### config.mk
export PLATFORM = sky130hd
export DESIGN_NAME = proc_control_unit
export DESIGN_NICKNAME = d
export VERILOG_FILES = /design/src/rtl/proc_pkg.sv /design/src/rtl/pc_ir_reg.sv /design/src/rtl/proc_control_unit.sv
export SDC_FILE = /design/constraint.sdc
export NUM_CORES = 1
export LEC_CHECK = 0
export ABC_AREA = 1
export CAP_MARGIN = 40
export CORE_MARGIN = 2
export CORE_UTILIZATION = 45
export DETAILED_ROUTE_END_ITERATION = 8
export PLACE_DENSITY_LB_ADDON = 0.12
export SETUP_SLACK_MARGIN = 0.2
export SYNTH_ARGS = -nofsm -noshare
export SYNTH_HDL_FRONTEND = slang
export SYNTH_HIERARCHICAL = 1
export SYNTH_SLANG_ARGS = --single-unit
### constraint.sdc
create_clock -name Clk -period 2.52 [get_ports Clk]
set_input_delay 0.252 -clock Clk [delete_from_list [all_inputs] [get_ports Clk]]
set_output_delay 0.252 -clock Clk [all_outputs]
set_load 0.005 [all_outputs]
### src/rtl/proc_pkg.sv
// Shared constants for the lab-processor control path: opcodes, ALU selects,
// state encoding and instruction field positions.
package proc_pkg;

  localparam logic [3:0] OP_NOOP  = 4'd0;
  localparam logic [3:0] OP_STORE = 4'd1;
  localparam logic [3:0] OP_LOAD  = 4'd2;
  localparam logic [3:0] OP_ADD   = 4'd3;
  localparam logic [3:0] OP_SUB   = 4'd4;
  localparam logic [3:0] OP_HALT  = 4'd5;

  localparam logic [2:0] ALU_PASS = 3'd0;
  localparam logic [2:0] ALU_ADD  = 3'd1;
  localparam logic [2:0] ALU_SUB  = 3'd2;

  typedef enum logic [3:0] {
    ST_INIT   = 4'd0,
    ST_FETCH  = 4'd1,
    ST_DECODE = 4'd2,
    ST_LOAD_A = 4'd3,
    ST_LOAD_B = 4'd4,
    ST_STORE  = 4'd5,
    ST_ADD    = 4'd6,
    ST_SUB    = 4'd7,
    ST_HALT   = 4'd8
  } state_t;

  // The data address overlaps both source-register fields.
  localparam int OPC_MSB   = 15;
  localparam int OPC_LSB   = 12;
  localparam int RA_MSB    = 11;
  localparam int RA_LSB    = 8;
  localparam int RB_MSB    = 7;
  localparam int RB_LSB    = 4;
  localparam int RD_MSB    = 3;
  localparam int RD_LSB    = 0;
  localparam int DADDR_MSB = 11;
  localparam int DADDR_LSB = 4;

endpackage

### src/rtl/pc_ir_reg.sv
// Program counter and instruction register; both advance only on a fetch.
module pc_ir_reg #(
  parameter int PC_W = 7,
  parameter int I_W  = 16
) (
  input  logic            Clk,
  input  logic            Rst,
  input  logic            ld,
  input  logic [I_W-1:0]  IM_data,
  output logic [PC_W-1:0] PC,
  output logic [I_W-1:0]  IR
);

  // Capture the fetched word and step the PC; the add wraps modulo 2^PC_W.
  always_ff @(posedge Clk) begin
    if (Rst) begin
      PC <= {PC_W{1'b0}};
      IR <= {I_W{1'b0}};
    end else if (ld) begin
      PC <= PC + PC_W'(1);
      IR <= IM_data;
    end else begin
      PC <= PC;
      IR <= IR;
    end
  end

endmodule

### src/rtl/proc_control_unit.sv
// Multicycle Moore control unit: FETCH, DECODE, then one or two execute
// states per instruction, driving memories, register file and ALU select.
module proc_control_unit
  import proc_pkg::*;
#(
  parameter int PC_W = 7,
  parameter int D_AW = 8,
  parameter int I_W  = 16
) (
  input  logic            Clk,
  input  logic            Rst,
  input  logic [I_W-1:0]  IM_data,
  output logic [PC_W-1:0] IM_addr,
  output logic            IM_rd,
  output logic [D_AW-1:0] D_addr,
  output logic            D_rd,
  output logic            D_wr,
  output logic            RF_s,
  output logic [3:0]      RF_W_addr,
  output logic            RF_W_en,
  output logic [3:0]      RF_Ra_addr,
  output logic            RF_Ra_en,
  output logic [3:0]      RF_Rb_addr,
  output logic            RF_Rb_en,
  output logic [2:0]      ALU_s0,
  output logic [3:0]      State
);

  state_t          state_r;
  logic            ld_s;
  logic [PC_W-1:0] pc_s;
  logic [I_W-1:0]  ir_s;
  logic [3:0]      opcode_s;
  logic [3:0]      ra_s;
  logic [3:0]      rb_s;
  logic [3:0]      rd_s;
  logic [D_AW-1:0] daddr_s;

  assign ld_s     = (state_r == ST_FETCH);
  assign opcode_s = ir_s[OPC_MSB:OPC_LSB];
  assign ra_s     = ir_s[RA_MSB:RA_LSB];
  assign rb_s     = ir_s[RB_MSB:RB_LSB];
  assign rd_s     = ir_s[RD_MSB:RD_LSB];
  assign daddr_s  = D_AW'(ir_s[DADDR_MSB:DADDR_LSB]);
  assign State    = state_r;

  pc_ir_reg #(.PC_W(PC_W), .I_W(I_W)) u_pc_ir (
    .Clk     (Clk),
    .Rst     (Rst),
    .ld      (ld_s),
    .IM_data (IM_data),
    .PC      (pc_s),
    .IR      (ir_s)
  );

  // State sequencing; reset wins over every transition, HALT included.
  always_ff @(posedge Clk) begin
    if (Rst) begin
      state_r <= ST_INIT;
    end else begin
      case (state_r)
        ST_INIT:   state_r <= ST_FETCH;
        ST_FETCH:  state_r <= ST_DECODE;
        ST_DECODE: begin
          case (opcode_s)
            OP_LOAD:  state_r <= ST_LOAD_A;
            OP_STORE: state_r <= ST_STORE;
            OP_ADD:   state_r <= ST_ADD;
            OP_SUB:   state_r <= ST_SUB;
            OP_HALT:  state_r <= ST_HALT;
            default:  state_r <= ST_FETCH;
          endcase
        end
        ST_LOAD_A: state_r <= ST_LOAD_B;
        ST_LOAD_B: state_r <= ST_FETCH;
        ST_STORE:  state_r <= ST_FETCH;
        ST_ADD:    state_r <= ST_FETCH;
        ST_SUB:    state_r <= ST_FETCH;
        ST_HALT:   state_r <= ST_HALT;
        default:   state_r <= ST_INIT;
      endcase
    end
  end

  // Moore output decode: everything idles at zero unless the state drives it.
  always_comb begin
    IM_addr    = {PC_W{1'b0}};
    IM_rd      = 1'b0;
    D_addr     = {D_AW{1'b0}};
    D_rd       = 1'b0;
    D_wr       = 1'b0;
    RF_s       = 1'b0;
    RF_W_addr  = 4'd0;
    RF_W_en    = 1'b0;
    RF_Ra_addr = 4'd0;
    RF_Ra_en   = 1'b0;
    RF_Rb_addr = 4'd0;
    RF_Rb_en   = 1'b0;
    ALU_s0     = ALU_PASS;
    case (state_r)
      ST_FETCH: begin
        IM_rd   = 1'b1;
        IM_addr = pc_s;
      end
      ST_LOAD_A: begin
        D_addr = daddr_s;
        D_rd   = 1'b1;
      end
      ST_LOAD_B: begin
        D_addr    = daddr_s;
        RF_s      = 1'b1;
        RF_W_addr = rd_s;
        RF_W_en   = 1'b1;
      end
      ST_STORE: begin
        D_addr     = daddr_s;
        RF_Ra_addr = rd_s;
        RF_Ra_en   = 1'b1;
        D_wr       = 1'b1;
      end
      ST_ADD, ST_SUB: begin
        RF_Ra_addr = ra_s;
        RF_Ra_en   = 1'b1;
        RF_Rb_addr = rb_s;
        RF_Rb_en   = 1'b1;
        ALU_s0     = (state_r == ST_ADD) ? ALU_ADD : ALU_SUB;
        RF_W_addr  = rd_s;
        RF_W_en    = 1'b1;
      end
      default: begin
        IM_rd = 1'b0;
      end
    endcase
  end

endmodule

Word level (Yosys, flattened, before mapping)
Cells that the tools add are included.

Bits in registers: 27.

Add/sub/neg operators: 1. Eq/ne operators: 13. Muxes and demuxes: 16. Reductions and logical operators: 6.

Operators with widths (count): 4-bit one-hot mux with 5 select lines (2); 4-bit by 3-bit == test with 1-bit output (second input constant) (6); 4-bit by 2-bit == test with 1-bit output (second input constant) (4); 3-bit OR reduction (3); 4-bit by 1-bit == test with 1-bit output (second input constant) (2); 4-bit two-way mux (2); 8-bit two-way mux (1); 4-bit one-hot mux with 2 select lines (1); 7-bit by 1-bit adder with 7-bit output (second input constant) (1); 1-bit two-way mux (7); 7-bit two-way mux (1); 5-bit OR reduction (1); 4-bit == test (second input constant) (1); 4-bit logical NOT (1); 2-bit two-way mux (2); 2-bit OR reduction (1).

Depth between registers and ports, before layout
Word-level depth: 3. Depth in mapped cells: 10. Depth with buffers taken out: 9.

By module
Netlist, hierarchy kept.

By module, submodules not included: pc_ir_reg (instances 1, cells each 113, area an instance 870.8 um^2); proc_control_unit (instances 1, cells each 100, area an instance 501.7 um^2).

Worst setup path before layout
OpenSTA, ideal clock, no wires.

Kind: register to register. Start: register state_r[0] (netlist: State[0]). End: register u_pc_ir.PC[5]. Library setup time: 113 ps. Arrival: 1372 ps. Path slack: 1035 ps. Stages on the path, launching flop included: 11. Path through: dfxtp_1 -> inv_2 -> nor2_2 -> nand2_2 -> inv_1 -> buf_6 -> nand2_4 -> nor2_4 -> nand3_1 -> nand2_1 -> nor2_1.

Word-level cells in the longest chain between the ends: 1.

RTL lines: start: declaration (RTL line proc_control_unit.sv:29) `state_t state_r;`; start signal: assignment (RTL line proc_control_unit.sv:59) `state_r <= ST_INIT;`; start signal: assignment (RTL line proc_control_unit.sv:62) `ST_INIT: state_r <= ST_FETCH;`; start signal: assignment (RTL line proc_control_unit.sv:63) `ST_FETCH: state_r <= ST_DECODE;`; 4-bit by 1-bit == test with 1-bit output (RTL line proc_control_unit.sv:39) `assign ld_s = (state_r == ST_FETCH);`; end signal: assignment (RTL line pc_ir_reg.sv:17) `PC <= {PC_W{1'b0}};`; end signal: assignment (RTL line pc_ir_reg.sv:20) `PC <= PC + PC_W'(1);`; end: declaration (RTL line pc_ir_reg.sv:10) `output logic [PC_W-1:0] PC,`.

No other way between the ends. A chain may end at the register's enable or synchronous reset.

Worst setup path in the final report
Start: register state_r[0] (netlist: State[0]). End: output RF_Ra_addr[0].

Word-level cells in the longest chain between the ends: 3. Elaborated cells between the ends (all ways): 5. Those cells by class: eq/ne: 3; mux: 1; reduce/logical: 1.

RTL lines: 4-bit by 3-bit == test with 1-bit output (RTL line proc_control_unit.sv:100) `case (state_r)`; 2-bit OR reduction; 4-bit one-hot mux with 2 select lines * (RTL line proc_control_unit.sv:100); end: declaration (RTL line proc_control_unit.sv:21) `output logic [3:0] RF_Ra_addr,`.

Every way passes the cells marked *; elsewhere a longest branch is shown, timed or not.

==> results.txt <==
* Layout Cell Area excl Fill: 1970 um^2
* # resized after CTS: 0
* Combined global-route utilization of all metal layers: 0.191
* Most common cell after layout, fill and taps aside: nor2_1
- Layout Skew: 0.0116 ns
- The Yosys step of the flow raised 6 warnings.
- Once detailed placement completed, the half-perimeter wirelength came to 2450 um.
- The count of final hold-check violations came to 0.
* Standby leakage power: 0.807 nW
- In this run the horizontal extent of the chip is 59.2 um.
* Data arrival time at the worst-slack endpoint: 1.89 ns
- Cell Area, Synth: 1370 um^2
* Postcts setup bufs: 0
* Final Non-Filler Cells: 301
- The critical path starts at State[0].
* Starting density of the core: 0.461
* Worst path cell trace: inv_2 > nor2_2 > nand2_1 > o22ai_1 > clkdlybuf4s50_1
- Using the TritonRoute via totals, the vias-per-cell ratio works out to 4.75.
- Cells after synthesis: 213
* Iteration count of the initial detailed-routing pass: 4
- Placed Instances: 297
- The initial antenna violation count was 0.
- The worst register-to-register path ends at u_pc_ir/PC[6].
- Timing would allow up to 466 MHz.
* Worst Setup EP: RF_Ra_addr[0]
* Top FF cell, synth: dfxtp_1
- Measured in cells, the most critical reg-to-reg path has a length of 10.
- Final net count: 288
* Result of the run: completed
- Yosys mapped the design onto 24 distinct sky130hd cell types.
- Htree depth: 1
- Yosys mapped a number of flops with a built-in enable equal to 0.
- Of the available clock period, the critical path in the final layout requires 0.851.
- Subtracting the final worst setup slack from the clock period gives 2.15 ns.
* Number of storage elements in the synthesis netlist: 27
- VDD sags by at most 373 uV.
* Power after layout: 0.986 mW
- Pins over their slew limit: 0
* Top post-synthesis cells by area: dfxtp_1 (39%), nor2_1 (19%), inv_1 (7.7%)
* Hold_ws: 0.503 ns
- In the global route stage, met1 resource usage came out at 0.262.
* Detail Route Antenna Nets: 0
* Avg Cell Area, Syn: 6.44 um^2
- Cell accounting for the most synthesized area: dfxtp_1
- Largest fanout on the critical path: 7
- After detailed placement, the total cell area comes to 1940 um^2.
* Average wire per standard cell: 10.7 um
- Total of endpoints with negative setup slack in the final report: 0
* Number of inserted filler cells in the final layout: 295
- Once routing completed, OpenROAD measured the worst setup slack at 0.375 ns.
* Path category of the worst min-delay check: input pin to flip-flop
- Count of routing violations after the opening detailed-route iteration: 77
- Fraction of layout instances using a drive strength above 1: 0.0896
- Worst Setup Path Type: flip-flop to primary output
* Power per standard cell area: 500 nW/um^2
- Top Ports: 59
- The via count of the first global-routing pass came to 1177.
- CP required: 2.27 ns
* Routability cong.: 0.783
- Total core area: 2980 um^2
- Critical path's top delay family: buffers and inverters
* Fraction of the core area covered by cells at the end of the flow: 0.662
- For this run, global-route usage on met3 was measured as 0.0284.
* # port buffers: 57
- The repair_antennas step left the layout with diodes totalling 0.
- Routing usage on met2: 0.317
- The worst setup path is launched from a flip-flop.
* Area of the multi-input gates: 656 um^2
* Later-pin clock latency in the skew report: 0.32 ns
* Pin count of the biggest net entering global routing: 24
- The clock passes through at most 2 buffers.
- Fin Setup TNS: 0 ns
- For this run the aggregate overflow at the end of global routing stands at 0.
* Storage element area: 541 um^2
* Clock root buffer master: clkbuf_4
- For this run, the register share of the synthesized area comes to 0.394.
- The worst setup path is captured at a primary output.
* WP buf/inv: 2
- Across the run, the number of max-cap violations was 0.
- Nets in the synthesized netlist: 232
- Relative to the synthesized area, the layout overhead comes to 43.6%.
- The share of synthesized area in the top cell type comes to 0.394.
- The first global-routing pass estimated 5190 um of wire.
- At the pin with the least slew margin, the transition time is 0.600 ns.
* Die Ht: 59.2 um
* Core Rows: 20
* Clock tree sinks: 27
* Critical path's largest stage delay: 0.54 ns
- TritonCTS built the clock tree.
* Unrepaired setup endpoints after global routing: no
* Clock transition at path regs: 0.15 ns
- In this run the tightest slew margin relative to its limit is 0.600.
- Buffers inserted during clock tree synthesis total 3.
- Beginning of the worst register-to-register path: State[0]
* Slowest CP cell: clkdlybuf4s50_1
- In the layout the commonest cells are nor2_1 (70), clkdlybuf4s50_1 (57), inv_1 (28).
- In this run the most used layer during global routing was met2.
- Total die area: 3510 um^2
* Number of buffers inserted for hold repair after clock tree synthesis: 0
- Final routed DRC violation total: 0
* Reg2reg setup slack: 0.65 ns
- In this run the number of cells on the critical path is 5.
- Wires add up to 3220 um.
- Vias after detailed routing: 1429
- At the placement stage, the worst setup path has a slack of 0.692 ns.
- For this run, asynchronously set or reset flops after synthesis account for 0.
==> cell usage after synthesis (all sizes together) (4+ instances only) <==
cell	count
a21oi	8
buf	6
dfxtp	27
inv	34
nand2	27
nand3	5
nor2	77
o21ai	20
o22ai	4
==> area by class of cell <==
type,instances,area share
multi-input cells,145,0.333
inverters,34,0.0648
repair buffers,58,0.293
clock buffers,3,0.0114
well taps,33,0.0210
clock inverters,1,0.00254
flip-flops and latches,27,0.274
==> worst min-delay path by stage <==
stage                     cells past startpoint          start  slack, ns              to
final                                         3    IM_data[15]       0.50  u_pc_ir/IR[15]
after global placement                        2  u_pc_ir/IR[7]       0.47   u_pc_ir/IR[7]
after CTS                                     3    IM_data[15]       0.50  u_pc_ir/IR[15]
after detailed placement                      2  u_pc_ir/IR[7]       0.48   u_pc_ir/IR[7]
after floorplan                               1            Rst       0.31        State[1]
after global routing                          3    IM_data[15]       0.51  u_pc_ir/IR[15]
==> layer usage <==
metal / up-vias / wire length [um]
li1: 760 / -
met1: 628 / 1520
met2: 39 / 1540
met3: 2 / 135
met4: 0 / 17
met5: - / 0
==> worst register-to-register path: cells and delay by family (launching register included) <==
| family | cells | cell delay (ns) |
|---|---|---|
| flops | 1 | 0.49 |
| simple gates | 7 | 0.85 |
| buf+inv | 3 | 0.44 |
==> power breakdown <==
part	total [mW]	switching (mW)	internal, mW
Combinational	0.278	0.160	0.118
Clock	0.181	0.122	0.0593
Sequential	0.526	0.0442	0.482
==> cells by family after synthesis <==
| kind of cell | after synthesis | share of synthesized area |
|---|---|---|
| and+or+nand+nor | 110 | 0.332 |
| buffers and inverters | 41 | 0.129 |
| AOI/OAI and AO/OA | 33 | 0.134 |
| DFF | 27 | 0.394 |
| adders and majority gates | 1 | 0.00911 |
| other | 1 | 0.00273 |
==> state kept, by name, summed over array words and instances (netlist names) <==
register and flops:
u_pc_ir/PC 7, State 4, u_pc_ir/IR 16
(Power assumes the default switching activity.)
